<file path="src/rtl/mem_dump_tx_if.sv">
// mem_dump_tx_if: groups the dump request, data-memory read port and
// outgoing byte stream of mem_dump_tx into one bundle.
// master = the dump transmitter, slave = the core/memory/sink side.
interface mem_dump_tx_if #(
  parameter int ADDR_W = 16
) ();
  logic              start;
  logic [ADDR_W-1:0] base_addr;
  logic [7:0]        word_cnt;
  logic              mem_rd_en;
  logic [ADDR_W-1:0] mem_addr;
  logic [15:0]       mem_rdata;
  logic              tx_valid;
  logic              tx_ready;
  logic [7:0]        tx_data;
  logic              busy;
  logic              done;

  modport master (
    input  start, base_addr, word_cnt, mem_rdata, tx_ready,
    output mem_rd_en, mem_addr, tx_valid, tx_data, busy, done
  );

  modport slave (
    output start, base_addr, word_cnt, mem_rdata, tx_ready,
    input  mem_rd_en, mem_addr, tx_valid, tx_data, busy, done
  );
endinterface

</file>
<file path="src/rtl/mem_dump_tx.sv">
// mem_dump_tx: data-memory dump transmitter for the 16-bit RISC core.
// After a start request it reads word_cnt words from data memory starting
// at base_addr (1-cycle read latency) and streams a framed byte sequence:
//   SOF, count, {hi, lo} per word, [checksum]
// over a valid/ready byte interface.
// Optional feature: define MEM_DUMP_CSUM_EN to append an XOR checksum of
// every accepted byte after SOF; without it the frame is 2 + 2*N bytes.
module mem_dump_tx #(
  parameter int         ADDR_W = 16,
  parameter logic [7:0] SOF    = 8'hA5
) (
  input  logic            clk1,
  input  logic            rst,
  mem_dump_tx_if.master   bus
);

  typedef enum logic [3:0] {
    ST_IDLE = 4'd0,
    ST_HDR  = 4'd1,
    ST_CNT  = 4'd2,
    ST_RD   = 4'd3,
    ST_WAIT = 4'd4,
    ST_HI   = 4'd5,
    ST_LO   = 4'd6,
`ifdef MEM_DUMP_CSUM_EN
    ST_CSUM = 4'd7,
`endif
    ST_FIN  = 4'd8
  } state_t;

  state_t            state_r;

  // Frame parameters captured on the accepted start.
  logic [ADDR_W-1:0] base_r;
  logic [7:0]        cnt_r;
  logic [7:0]        idx_r;
  logic [15:0]       hold_r;

  // Registered outputs.
  logic              mem_rd_en_r;
  logic [ADDR_W-1:0] mem_addr_r;
  logic              tx_valid_r;
  logic [7:0]        tx_data_r;
  logic              busy_r;
  logic              done_r;

  // Lookahead for the word loop.
  logic [7:0]        idx_next_s;
  logic              more_words_s;
  logic [ADDR_W-1:0] next_addr_s;

`ifdef MEM_DUMP_CSUM_EN
  logic [7:0]        csum_r;

  // Folds one accepted byte into the running frame checksum.
  function automatic logic [7:0] csum_next(input logic [7:0] acc, input logic [7:0] b);
    return acc ^ b;
  endfunction
`endif

  // Next word index, "another word to go" test and next read address (wraps modulo 2^ADDR_W).
  always_comb begin
    idx_next_s   = idx_r + 8'd1;
    more_words_s = ({1'b0, idx_r} + 9'd1) < {1'b0, cnt_r};
    next_addr_s  = base_r + ADDR_W'(idx_next_s);
  end

  // Frame sequencer: owns every registered output and all frame state.
  always_ff @(posedge clk1) begin
    if (rst) begin
      state_r     <= ST_IDLE;
      base_r      <= '0;
      cnt_r       <= 8'd0;
      idx_r       <= 8'd0;
      hold_r      <= 16'd0;
      mem_rd_en_r <= 1'b0;
      mem_addr_r  <= '0;
      tx_valid_r  <= 1'b0;
      tx_data_r   <= 8'd0;
      busy_r      <= 1'b0;
      done_r      <= 1'b0;
`ifdef MEM_DUMP_CSUM_EN
      csum_r      <= 8'd0;
`endif
    end else begin
      case (state_r)
        ST_IDLE: begin
          done_r      <= 1'b0;
          mem_rd_en_r <= 1'b0;
          if (bus.start) begin
            // Capture the request so later input changes cannot disturb this frame.
            base_r     <= bus.base_addr;
            cnt_r      <= bus.word_cnt;
            idx_r      <= 8'd0;
            busy_r     <= 1'b1;
            tx_valid_r <= 1'b1;
            tx_data_r  <= SOF;
`ifdef MEM_DUMP_CSUM_EN
            csum_r     <= 8'd0;
`endif
            state_r    <= ST_HDR;
          end else begin
            busy_r     <= 1'b0;
            tx_valid_r <= 1'b0;
          end
        end

        ST_HDR: begin
          if (bus.tx_ready) begin
            tx_data_r <= cnt_r;
            state_r   <= ST_CNT;
          end
        end

        ST_CNT: begin
          if (bus.tx_ready) begin
`ifdef MEM_DUMP_CSUM_EN
            csum_r <= csum_next(csum_r, tx_data_r);
`endif
            if (cnt_r == 8'd0) begin
`ifdef MEM_DUMP_CSUM_EN
              tx_data_r  <= csum_next(csum_r, tx_data_r);
              state_r    <= ST_CSUM;
`else
              tx_valid_r <= 1'b0;
              busy_r     <= 1'b0;
              done_r     <= 1'b1;
              state_r    <= ST_FIN;
`endif
            end else begin
              // Drop valid before reading: reads never overlap a presented byte.
              tx_valid_r  <= 1'b0;
              mem_rd_en_r <= 1'b1;
              mem_addr_r  <= base_r;
              state_r     <= ST_RD;
            end
          end
        end

        ST_RD: begin
          mem_rd_en_r <= 1'b0;
          state_r     <= ST_WAIT;
        end

        ST_WAIT: begin
          // Read data arrives one cycle after the strobe.
          hold_r     <= bus.mem_rdata;
          tx_valid_r <= 1'b1;
          tx_data_r  <= bus.mem_rdata[15:8];
          state_r    <= ST_HI;
        end

        ST_HI: begin
          if (bus.tx_ready) begin
`ifdef MEM_DUMP_CSUM_EN
            csum_r    <= csum_next(csum_r, tx_data_r);
`endif
            tx_data_r <= hold_r[7:0];
            state_r   <= ST_LO;
          end
        end

        ST_LO: begin
          if (bus.tx_ready) begin
`ifdef MEM_DUMP_CSUM_EN
            csum_r <= csum_next(csum_r, tx_data_r);
`endif
            if (more_words_s) begin
              idx_r       <= idx_next_s;
              tx_valid_r  <= 1'b0;
              mem_rd_en_r <= 1'b1;
              mem_addr_r  <= next_addr_s;
              state_r     <= ST_RD;
            end else begin
`ifdef MEM_DUMP_CSUM_EN
              tx_data_r  <= csum_next(csum_r, tx_data_r);
              state_r    <= ST_CSUM;
`else
              tx_valid_r <= 1'b0;
              busy_r     <= 1'b0;
              done_r     <= 1'b1;
              state_r    <= ST_FIN;
`endif
            end
          end
        end

`ifdef MEM_DUMP_CSUM_EN
        ST_CSUM: begin
          if (bus.tx_ready) begin
            tx_valid_r <= 1'b0;
            busy_r     <= 1'b0;
            done_r     <= 1'b1;
            state_r    <= ST_FIN;
          end
        end
`endif

        ST_FIN: begin
          // done was raised on entry; this closes the one-cycle pulse.
          done_r  <= 1'b0;
          state_r <= ST_IDLE;
        end

        default: begin
          mem_rd_en_r <= 1'b0;
          tx_valid_r  <= 1'b0;
          busy_r      <= 1'b0;
          done_r      <= 1'b0;
          state_r     <= ST_IDLE;
        end
      endcase
    end
  end

  assign bus.mem_rd_en = mem_rd_en_r;
  assign bus.mem_addr  = mem_addr_r;
  assign bus.tx_valid  = tx_valid_r;
  assign bus.tx_data   = tx_data_r;
  assign bus.busy      = busy_r;
  assign bus.done      = done_r;

endmodule

</file>
<file path="src/flat_wrapper.sv">
// flat-port wrapper written by rule: the top's interface ports become plain ports
module mem_dump_tx_flat 
#(
  parameter int         ADDR_W = 16,
  parameter logic [7:0] SOF    = 8'hA5
)
  (clk1, rst, bus_start, bus_base_addr, bus_word_cnt, bus_mem_rdata, bus_tx_ready, bus_mem_rd_en, bus_mem_addr, bus_tx_valid, bus_tx_data, bus_busy, bus_done);
  mem_dump_tx_if #(.ADDR_W(ADDR_W)) bus_i ();
  input  logic clk1;
  input  logic rst;
  input wire logic [$bits(bus_i.start)-1:0] bus_start;
  input wire logic [$bits(bus_i.base_addr)-1:0] bus_base_addr;
  input wire logic [$bits(bus_i.word_cnt)-1:0] bus_word_cnt;
  input wire logic [$bits(bus_i.mem_rdata)-1:0] bus_mem_rdata;
  input wire logic [$bits(bus_i.tx_ready)-1:0] bus_tx_ready;
  output wire logic [$bits(bus_i.mem_rd_en)-1:0] bus_mem_rd_en;
  output wire logic [$bits(bus_i.mem_addr)-1:0] bus_mem_addr;
  output wire logic [$bits(bus_i.tx_valid)-1:0] bus_tx_valid;
  output wire logic [$bits(bus_i.tx_data)-1:0] bus_tx_data;
  output wire logic [$bits(bus_i.busy)-1:0] bus_busy;
  output wire logic [$bits(bus_i.done)-1:0] bus_done;
  assign bus_i.start = bus_start;
  assign bus_i.base_addr = bus_base_addr;
  assign bus_i.word_cnt = bus_word_cnt;
  assign bus_i.mem_rdata = bus_mem_rdata;
  assign bus_i.tx_ready = bus_tx_ready;
  assign bus_mem_rd_en = bus_i.mem_rd_en;
  assign bus_mem_addr = bus_i.mem_addr;
  assign bus_tx_valid = bus_i.tx_valid;
  assign bus_tx_data = bus_i.tx_data;
  assign bus_busy = bus_i.busy;
  assign bus_done = bus_i.done;
  mem_dump_tx #(.ADDR_W(ADDR_W), .SOF(SOF)) u_core (.clk1(clk1), .rst(rst), .bus(bus_i));
endmodule
</file>
<file path="config.mk">
export PLATFORM = sky130hd
export DESIGN_NAME = mem_dump_tx_flat
export DESIGN_NICKNAME = d
export VERILOG_FILES = /design/src/rtl/mem_dump_tx_if.sv /design/src/rtl/mem_dump_tx.sv /design/src/flat_wrapper.sv
export SDC_FILE = /design/constraint.sdc
export NUM_CORES = 1
export LEC_CHECK = 0
export ABC_AREA = 1
export CAP_MARGIN = 10
export CORE_ASPECT_RATIO = 0.7
export CORE_MARGIN = 1.5
export CORE_UTILIZATION = 53
export DETAILED_ROUTE_END_ITERATION = 8
export GPL_ROUTABILITY_DRIVEN = 0
export PLACE_DENSITY_LB_ADDON = 0.1
export SLEW_MARGIN = 30
export SYNTH_ARGS = -nofsm -noshare
export SYNTH_HDL_FRONTEND = slang
export SYNTH_SLANG_ARGS = --single-unit
</file>
<file path="constraint.sdc">
create_clock -name clk1 -period 2.76 [get_ports clk1]
set_input_delay 0.552 -clock clk1 [delete_from_list [all_inputs] [get_ports clk1]]
set_output_delay 0.552 -clock clk1 [all_outputs]
set_load 0.02 [all_outputs]
</file>
==> run metrics <==
Slew HR approximately half; Via Count 4173; CTS tree done; htree depth 3; Tcrit/Tclk final about 92%; Starting Density a little under three fifths; syn_area_per_cell ~6.5 um^2; CP cell instances ha_1 -> nand3_2 -> nor2_2 -> a21oi_1 -> nor2_1 -> buf_4 -> ha_1 -> nand2_1 -> inv_1 -> a21oi_1 -> nand2_1 -> nand2_2 -> o21ai_0 -> a21oi_1 -> nor2_1; YS warnings 0; Synth cell types 32; syn_nets 686; core area 0.007385 mm^2; Initial DRC Count 353; wire per inst 13.60 um; Leakage 2.300 nW; Num CTS Buffers 9; CP Capture Type flip-flop; Inst Count DP 778; non-filler cells, final 795; Die X around 110 um; crit path from u_core.idx_r[1]$_SDFFE_PP0P_; critical path class flip-flop to flip-flop; fraction of layout cells with a size suffix above 1 around 7.3%; most common cell in the netlist nand2_1; Worst Tran Pin Value 747.3 ps; Cells after Synth 625; final core occ 68.11%; most instantiated cells after synthesis 142 x nand2_1, 92 x nor2_1, 81 x inv_1; minimum clock period 2546 ps; Clk Latency, worst-skew pair 370 ps; Slowest-stage cell, CP dfxtp_1; # nets final 754; hold wc startpoint u_core.hold_r[7]$_SDFFE_PP0P_; n_diodes 0; initial antenna violation count 0; power density over the cells 925.2 mW/mm^2; register area share after synthesis 35.32%; FF-to-FF Start u_core.idx_r[1]$_SDFFE_PP0P_; worst hold path type flip-flop to flip-flop; total global routing overflow 0; area grow syn2layout 23.24%; Hold Slack ~470 ps; crit-path most repeated cell a21oi_1; area leader, netlist dfxtp_1; largest net degree at the start of global routing 47; first-pass GRT wire length 17460 um; top-area cell type share of the netlist area 35.32%; vias in the first global route 3641; mean number of vias per cell approximately 5.2; Final Skew 10.95 ps; max-slew violation count 0; FMAX 392.8 MHz; die area 0.008245 mm^2; largest cells by area after synthesis dfxtp_1 35%, nand2_1 13%, nor2_1 8.5%; asr flop ratio synth 0%; dpl hpwl approximately 8000 um; Global Route Usage Sum between 20% and 30%; CTS max path bufs 2; Startpoint Class flip-flop; Hold Buf Count CTS 0; CP required 3020 ps; max_cap viols 0; Pre-Repair DR Iteration Count 7; I/O Buffers between 70 and 80; final setup fails 0; Top Ports slightly above 70; worst-path maximum fanout 5; Post-synth EDFFs 0; maximum vdd drop 0.5441 mV; post-route ant nets 0; Total Routed Length 10820 um; Reg clk slew, reported paths around 80 ps; Cell Area, Synth 0.004081 mm^2; Worst path max stage delay approximately 360 ps; register bit count reported by yosys 72; Hold Fails Final Rpt 0; root buffer cell clkbuf_8; worst path arrival time 2810 ps; row cnt 26; Num Clock Sinks between 70 and 80; die extent in y around 76 um; status finished clean; main flop type after synthesis dfxtp_1; Residual DRC 0
-- power by group --
group	switching (mW)	internal, mW	total (mW)
registers	0.230	1.33	1.56
logic	1.45	0.869	2.32
clock network	0.402	0.368	0.770
total	2.08	2.57	4.65
-- through the flow --
| stage | total power, mW | instance area (um^2) | setup slack [ps] | TNS [ps] |
|---|---|---|---|---|
| 3_5_place_dp | 3.836 | 4813 | 169.2 | 0 |
| 3_3_place_gp | 3.778 | 4813 | 295.8 | 0 |
| 6_report | 4.654 | 5030 | 214.2 | 0 |
| 5_1_grt | 5.027 | 5030 | -19.32 | -50.99 |
| 4_1_cts | 4.607 | 4986 | 144.7 | 0 |
| 2_1_floorplan | 3.179 | 4081 | 427.6 | 0 |
-- sequential cells by signal (all words and copies together) (netlist names), 4 cells and up --
name                 count
u_core.base_r           16
u_core.bus.mem_addr     16
u_core.bus.tx_data       8
u_core.cnt_r             8
u_core.hold_r            8
u_core.idx_r             8
u_core.state_r           4
-- cells in the final DEF, fill, tap and decap left out, drive strengths merged, types with 7 or more instances in the layout --
master / count
clkbuf: 12
ha: 16
a21oi: 47
nand2: 147
dfxtp: 72
nand4: 11
inv: 87
buf: 7
nor3: 15
nand3: 32
clkdlybuf4s50: 71
o21ai: 61
nor2: 99
-- cell type report --
| cell class | count | area, um^2 |
|---|---|---|
| flip-flops and latches | 72 | 1441 |
| fillers | 655 | 2355 |
| clock inverters | 3 | 17.52 |
| inverters | 88 | 335.3 |
| clock buffers | 12 | 155.1 |
| well taps | 98 | 122.6 |
| repair buffers | 78 | 767.0 |
| multi-input cells | 444 | 2191 |
-- critical path: cells and delay by family (launching register included) --
| family | cells | cell delay, ps |
|---|---|---|
| buffers and inverters | 2 | 170 |
| AOI/OAI and AO/OA | 4 | 480 |
| adders and majority gates | 2 | 460 |
| DFF | 1 | 360 |
| and+or+nand+nor | 7 | 950 |
-- cell families (layout without fill, tap and decap cells) --
group | count (synthesis) | count (layout) | share of synthesized area, %
buf+inv | 109 | 181 | 11.62
fa+ha+maj | 17 | 17 | 5.395
flops | 72 | 72 | 35.32
simple gates | 310 | 310 | 32.68
xor+xnor | 2 | 2 | 0.4293
compound gates | 115 | 115 | 14.56
-- path summary, 6_finish.rpt --
kind | cells past startpoint | end | slack [ps]
max | 15 | u_core.bus.mem_addr[12]$_SDFFE_PP0P_ | 210
min | 2 | u_core.hold_r[7]$_SDFFE_PP0P_ | 470
max reg2reg | 15 | u_core.bus.mem_addr[12]$_SDFFE_PP0P_ | 210
min reg2reg | 2 | u_core.hold_r[7]$_SDFFE_PP0P_ | 470
-- routing by layer --
layer,vias to the layer above,global-route usage [%],part of all wire [%]
met3,17,6.587,7.8
met4,0,9.342,1.4
met5,-,0,0
met2,143,35.80,40
met1,1876,42.49,51
li1,2137,-,-
-- timing repair --
action,in CTS,in global routing
buffers inserted,0,2
resized for setup,0,8
setup endpoints to repair,0,25
No activity file was read; power rests on OpenSTA's default activity.
